--- src/rtl/exp_core_driver.sv ---
// exp_core_driver
//   Issues float32 operands to the exp core over its load/start/output_ready
//   handshake and returns the e^x results, in issue order and each with the
//   tag of its operand, on a valid/ready stream.
//
//   Ports
//     CLK, rst                     clock (rising edge), async active-low reset
//     in_valid/in_ready/in_data/in_tag
//                                  operand stream (x, tag)
//     core_load/core_start/core_x  request side toward the core
//     core_in_ready/core_load_ok   core acceptance handshakes
//     core_out_rdy/core_y          1-cycle result pulse from the core
//     res_valid/res_ready/res_data/res_tag
//                                  result stream (FIFO head)
//     busy                         issue in progress or results outstanding
//     err_unexp/err_timeout        sticky protocol error flags
module exp_core_driver #(
  parameter int RES_DEPTH = 4,
  parameter int TAG_W     = 4,
  parameter int TIMEOUT   = 255
) (
  input  logic             CLK,
  input  logic             rst,
  input  logic             in_valid,
  output logic             in_ready,
  input  logic [31:0]      in_data,
  input  logic [TAG_W-1:0] in_tag,
  output logic             core_load,
  output logic             core_start,
  output logic [31:0]      core_x,
  input  logic             core_in_ready,
  input  logic             core_load_ok,
  input  logic             core_out_rdy,
  input  logic [31:0]      core_y,
  output logic             res_valid,
  input  logic             res_ready,
  output logic [31:0]      res_data,
  output logic [TAG_W-1:0] res_tag,
  output logic             busy,
  output logic             err_unexp,
  output logic             err_timeout
);

  localparam int PW = $clog2(RES_DEPTH);
  localparam int CW = PW + 1;
  localparam int TW = $clog2(TIMEOUT + 1);

  typedef enum logic [1:0] {S_IDLE, S_LOAD, S_START} state_t;

  state_t state, state_nxt;

  // Holds in_ready low for the first cycle out of reset so every output
  // reads 0 while rst is asserted.
  logic armed;

  logic [CW-1:0] inflight, count;
  logic [CW:0]   occ;
  logic          credit;

  logic accept, issue, ret_ok, pop;

  logic [TAG_W-1:0] tag_mem [RES_DEPTH];
  logic [PW-1:0]    tag_wp, tag_rp;

  logic [31:0]      rd_mem [RES_DEPTH];
  logic [TAG_W-1:0] rt_mem [RES_DEPTH];
  logic [PW-1:0]    res_wp, res_rp;

  logic [TW-1:0] tmo;

  // Results already buffered plus results still owed by the core must fit
  // in the result FIFO, so a core return can never find it full.
  assign occ    = (CW+1)'(inflight) + (CW+1)'(count);
  assign credit = occ < (CW+1)'(RES_DEPTH);

  assign accept = in_valid && in_ready;
  assign issue  = (state == S_START);
  assign ret_ok = core_out_rdy && (inflight != '0);
  assign pop    = res_valid && res_ready;

  // ---------------------------------------------------------------- FSM
  always_ff @(posedge CLK or negedge rst) begin
    if (!rst) begin
      state <= S_IDLE;
      armed <= 1'b0;
    end else begin
      state <= state_nxt;
      armed <= 1'b1;
    end
  end

  always_comb begin
    state_nxt  = state;
    in_ready   = 1'b0;
    core_load  = 1'b0;
    core_start = 1'b0;
    case (state)
      S_IDLE: begin
        in_ready = armed && core_in_ready && credit;
        if (in_valid && armed && core_in_ready && credit) state_nxt = S_LOAD;
      end
      S_LOAD: begin
        core_load = 1'b1;
        if (core_load_ok) state_nxt = S_START;
      end
      S_START: begin
        core_start = 1'b1;
        state_nxt  = S_IDLE;
      end
      default: state_nxt = S_IDLE;
    endcase
  end

  // Operand register: stays stable through LOAD until the next accept.
  always_ff @(posedge CLK or negedge rst) begin
    if (!rst)        core_x <= '0;
    else if (accept) core_x <= in_data;
  end

  // ---------------------------------------------------------- tag FIFO
  // Pushed at accept, popped at each valid core return. The core answers in
  // order, so the head is always the tag of the oldest started operand.
  always_ff @(posedge CLK or negedge rst) begin
    if (!rst) begin
      tag_wp <= '0;
      tag_rp <= '0;
      for (int i = 0; i < RES_DEPTH; i++) tag_mem[i] <= '0;
    end else begin
      if (accept) begin
        tag_mem[tag_wp] <= in_tag;
        tag_wp          <= tag_wp + 1'b1;
      end
      if (ret_ok) tag_rp <= tag_rp + 1'b1;
    end
  end

  // ------------------------------------------------------- result FIFO
  always_ff @(posedge CLK or negedge rst) begin
    if (!rst) begin
      res_wp <= '0;
      res_rp <= '0;
      for (int i = 0; i < RES_DEPTH; i++) begin
        rd_mem[i] <= '0;
        rt_mem[i] <= '0;
      end
    end else begin
      if (ret_ok) begin
        rd_mem[res_wp] <= core_y;
        rt_mem[res_wp] <= tag_mem[tag_rp];
        res_wp         <= res_wp + 1'b1;
      end
      if (pop) res_rp <= res_rp + 1'b1;
    end
  end

  assign res_valid = (count != '0);
  assign res_data  = res_valid ? rd_mem[res_rp] : '0;
  assign res_tag   = res_valid ? rt_mem[res_rp] : '0;

  // ------------------------------------------------------------ counters
  always_ff @(posedge CLK or negedge rst) begin
    if (!rst) begin
      inflight <= '0;
      count    <= '0;
    end else begin
      case ({issue, ret_ok})
        2'b10:   inflight <= inflight + 1'b1;
        2'b01:   inflight <= inflight - 1'b1;
        default: inflight <= inflight;
      endcase
      case ({ret_ok, pop})
        2'b10:   count <= count + 1'b1;
        2'b01:   count <= count - 1'b1;
        default: count <= count;
      endcase
    end
  end

  // ------------------------------------------------------------- errors
  // tmo measures the age of the oldest outstanding op: it restarts when a
  // new oldest op appears (first start, or a return that leaves others
  // behind) and saturates at TIMEOUT.
  always_ff @(posedge CLK or negedge rst) begin
    if (!rst) begin
      tmo         <= '0;
      err_unexp   <= 1'b0;
      err_timeout <= 1'b0;
    end else begin
      if (issue && inflight == '0)               tmo <= '0;
      else if (ret_ok && inflight > CW'(1))      tmo <= '0;
      else if (inflight != '0 && tmo != TW'(TIMEOUT)) tmo <= tmo + 1'b1;

      if (core_out_rdy && inflight == '0) err_unexp <= 1'b1;
      if (inflight != '0 && tmo == TW'(TIMEOUT)) err_timeout <= 1'b1;
    end
  end

  assign busy = (state != S_IDLE) || (inflight != '0);

endmodule

--- config.mk ---
export PLATFORM = sky130hd
export DESIGN_NAME = exp_core_driver
export DESIGN_NICKNAME = d
export VERILOG_FILES = /design/src/rtl/exp_core_driver.sv
export SDC_FILE = /design/constraint.sdc
export NUM_CORES = 1
export LEC_CHECK = 0
export ABC_AREA = 0
export BUFFER_PORTS_ARGS = -buffer_cell sky130_fd_sc_hd__buf_2
export CAP_MARGIN = 20
export CORE_UTILIZATION = 52
export CTS_CLUSTER_DIAMETER = 40
export DETAILED_ROUTE_END_ITERATION = 10
export PLACE_DENSITY_LB_ADDON = 0.08
export REMOVE_ABC_BUFFERS = 1
export SYNTH_ARGS = -nofsm -noshare
export SYNTH_HDL_FRONTEND = slang
export SYNTH_SLANG_ARGS = --single-unit
--- constraint.sdc ---
create_clock -name CLK -period 2.05 [get_ports CLK]
set_input_delay 0.3075 -clock CLK [delete_from_list [all_inputs] [get_ports CLK]]
set_output_delay 0.3075 -clock CLK [all_outputs]
set_load 0.01 [all_outputs]
==> summary.md <==
| Metric | Value |
|---|---|
| Status | complete, but fails checks |
| Failing checks | negative setup slack |
| Finished Layout Cells | 1138 |
| Row count | 50 |
| Drt wl/cell | 19.9 µm |
| Fin nets | 971 |
| Post-route ant nets | 0 |
| CP most frequent cell | buf_6 |
| Clk_skew | 0.0122 ns |
| Critical Path AT | 2.26 ns |
| Area share of the largest cell type after synthesis | 55.5% |
| Antenna violations before repair | 0 |
| Final period utilization | 125% |
| R2R Path End | core_x[16] |
| Crit start category | flip-flop |
| Number of synthesized flops with an enable pin | 0 |
| Async SR Flop Fraction | 100% |
| Worst hold path depth | 2 |
| Max_slew headroom | 58.5% |
| Crit path required time | 1.74 ns |
| Most numerous cell in the Yosys netlist | dfrtp_1 |
| Worst Path Buf+Inv | 2 |
| Share of cells above drive strength 1 | 59.7% |
| Fin area | 13400 µm² |
| Clock Sinks | 219 |
| DP HPWL | 12700 µm |
| DRT iter0 DRCs | 236 |
| Largest net degree at the start of global routing | 64 |
| Setup violators final | 92 |
| Final Hold Viols | 0 |
| Via count | 6224 |
| Vias in the first global route | 6905 |
| Final worst slack | -0.515 ns |
| Die H | 140 µm |
| Starting Density | 53.0% |
| Die Width | 140 µm |
| CP top delay family | simple AND/OR/NAND/NOR gates |
| Total wire length | 22700 µm |
| Total CTS buffers | 30 |
| CTS tree | built |
| Max clock buf depth | 3 |
| Gpl congestion | 0.757 |
| Drt first pass iters | 5 |
| Critical path's slowest cell | or4_4 |
| Htree depth | 1 |
| Synth top area cells | dfrtp_1 56%, mux2_2 19%, mux4_2 9.1% |
| Netlist cell types | 44 |
| Crit. Startpoint | count[1] |
| GRT overflow | 0 |
| Worst Tran Pin Value | 0.622 ns |
| Tot GR Track Use | 23.0% |
| Sequential share of the synthesized area | 55.5% |
| CP endpoint kind | output port |
| Pleak | 0.00625 µW |
| Syn Inst Count | 634 |
| Synthesized area per cell | 15.6 µm² |
| Maxcap violations | 0 |
| Core region area | 18600 µm² |
| Reg2Reg Depth | 10 |
| Max incr delay on CP | 0.55 ns |
| Yosys warnings | 0 |
| Clock slew at reported path FFs | 0.06 ns |
| Worst hold start | core_y[21] |
| Die area | 19500 µm² |
| DRC Markers | 0 |
| Synthesized flop and latch total | 219 |
| Worst min path class | in2reg |
| Setup slack, reg-to-reg | -0.45 ns |
| Hold Path Sink | rd_mem[117] |
| Area grow syn2layout | 35.5% |
| Pwr dens | 1770 nW/µm² |
| Critical path, cell by cell | ha_2 -> or4_4 -> a31oi_4 -> buf_6 -> and3_4 -> buf_6 |
| Synth area leader | dfrtp_1 |
| IO Count | 150 |
| Fillers | 1209 |
| Global-route wire length before repair | 35400 µm |
| Cells after DPL | 1013 |
| Avg Vias per Cell | 5.47 |
| Root buf cell | clkbuf_16 |
| Worst-path maximum fanout | 2 |
| Synthesized area | 9870 µm² |
| Stages on worst setup path | 6 |
| Maximum VDD drop | 862 µV |
| Clk Latency, worst-skew pair | 0.54 ns |
| Post-synth top flop | dfrtp_1 |
| Synth top cells by count | 219 x dfrtp_1, 165 x mux2_2, 40 x mux4_2 |
| Tmin final | 2.57 ns |
| WS Path Type | reg2out |
| Final Max Slew Viols | 0 |
| RSZ-0062 raised after global routing | yes |
| PortBufs | 149 |
| R2R Path Start | count[1] |
| Dpl cell area | 11100 µm² |
| Achievable clock frequency | 390 MHz |
## final cells by class
class / instances / area [µm²] / share of cell area [%]
well taps: 234 / 293 / 2.19
clock buffers: 38 / 801 / 5.99
diodes: 1 / 2.50 / 0.0187
flip-flops and latches: 219 / 5480 / 41.0
multi-input cells: 368 / 4340 / 32.4
repair buffers: 244 / 2170 / 16.2
clock inverters: 18 / 225 / 1.68
inverters: 16 / 62.6 / 0.468
## per-layer routing
| metal | wire length (µm) | vias up | track usage [%] |
|---|---|---|---|
| li1 | - | 2796 | - |
| met1 | 9320 | 3222 | 28.3 |
| met2 | 11900 | 172 | 42.1 |
| met3 | 1100 | 34 | 3.89 |
| met4 | 369 | 0 | 5.38 |
| met5 | 0 | - | 0 |
## how the worst max path moves through the flow
stage / endpoint / slack, ns
6_report: in_ready / -0.52
5_1_grt: in_ready / -0.58
4_1_cts: in_ready / -0.52
3_5_place_dp: tag_mem[10] / -0.14
3_3_place_gp: tag_mem[9] / -0.07
2_1_floorplan: res_data[0] / -0.65
## power by group
group | internal (µW) | total (µW) | switching [µW]
registers | 6390 | 7550 | 1170
logic | 6790 | 11000 | 4230
clock network | 3190 | 5160 | 1960
## worst reg2reg max path: cells and delay by family, from the launching register on
| kind | cells | cell delay [ns] |
|---|---|---|
| DFF | 1 | 0.39 |
| muxes | 1 | 0.30 |
| buffers and inverters | 5 | 0.64 |
| adders and majority gates | 1 | 0.19 |
| AOI/OAI and AO/OA | 1 | 0.20 |
| and+or+nand+nor | 2 | 0.67 |
## cells by family (layout without fill, tap and decap cells)
| logic type | after synthesis | in the layout | share of synthesized area, % |
|---|---|---|---|
| XOR/XNOR | 13 | 13 | 1.15 |
| flip-flops | 219 | 219 | 55.5 |
| other | 1 | 2 | 0.0380 |
| AO/OA/AOI/OAI | 18 | 18 | 1.38 |
| adder cells (fa/ha/maj) | 17 | 17 | 2.23 |
| multiplexers | 236 | 236 | 32.5 |
| buffers and inverters | 47 | 316 | 2.22 |
| AND/OR/NAND/NOR | 83 | 83 | 4.97 |
## cell usage in the layout, fill, tap and decap left out, types with 3 or more instances in the layout
cell	netlist	routed
a21oi_1	4	4
inv_6	0	5
dfrtp_1	219	217
buf_2	16	125
nand2_1	9	9
buf_6	3	38
mux2i_1	3	3
mux2_2	165	165
o21ai_0	4	3
nor2_1	6	6
clkbuf_1	11	6
inv_1	15	13
xnor2_1	8	8
and2_4	0	22
buf_4	0	19
nand2_2	4	4
clkbuf_16	0	36
and2_1	38	16
mux4_2	40	40
ha_1	16	12
buf_16	0	7
bufinv_16	0	3
clkbuf_8	0	3
mux2_4	28	28
clkinvlp_4	0	6
dlygate4sd3_1	0	34
buf_12	0	14
nand3_4	0	4
xor2_1	5	5
nor3_1	3	3
## state kept, by name, summed over array words and instances, names as in the netlist
signal	flops
armed	1
core_x	32
count	3
err_timeout	1
err_unexp	1
inflight	3
rd_mem	128
res_rp	2
res_wp	2
rt_mem	16
state	2
tag_mem	16
tag_rp	2
tag_wp	2
tmo	8
## repair_timing
item / CTS / global route
cloned: 6 / 10
pin swaps: 13 / 3
gates resized for setup: 45 / 48
hold buffers: 34 / 0
hold endpoints to repair: 73 / 0
endpoints found under the setup margin: 89 / 136
setup buffers: 16 / 6
## stage by stage
stage	utilization (%)	setup slack (ns)	setup TNS [ns]	hold slack, ns	total power, µW
3_5_place_dp	59.8	-0.141	-3.61	0.266	16200
6_report	71.7	-0.515	-35.67	0.0394	23700
4_1_cts	69.6	-0.521	-32.69	0.0188	22700
5_1_grt	71.7	-0.582	-40.81	0.0390	25000
3_3_place_gp	59.8	-0.0702	-1.01	0.258	15800
2_1_floorplan	-	-0.651	-32.15	0.0119	13100
Power figures use the tool's default switching activity.
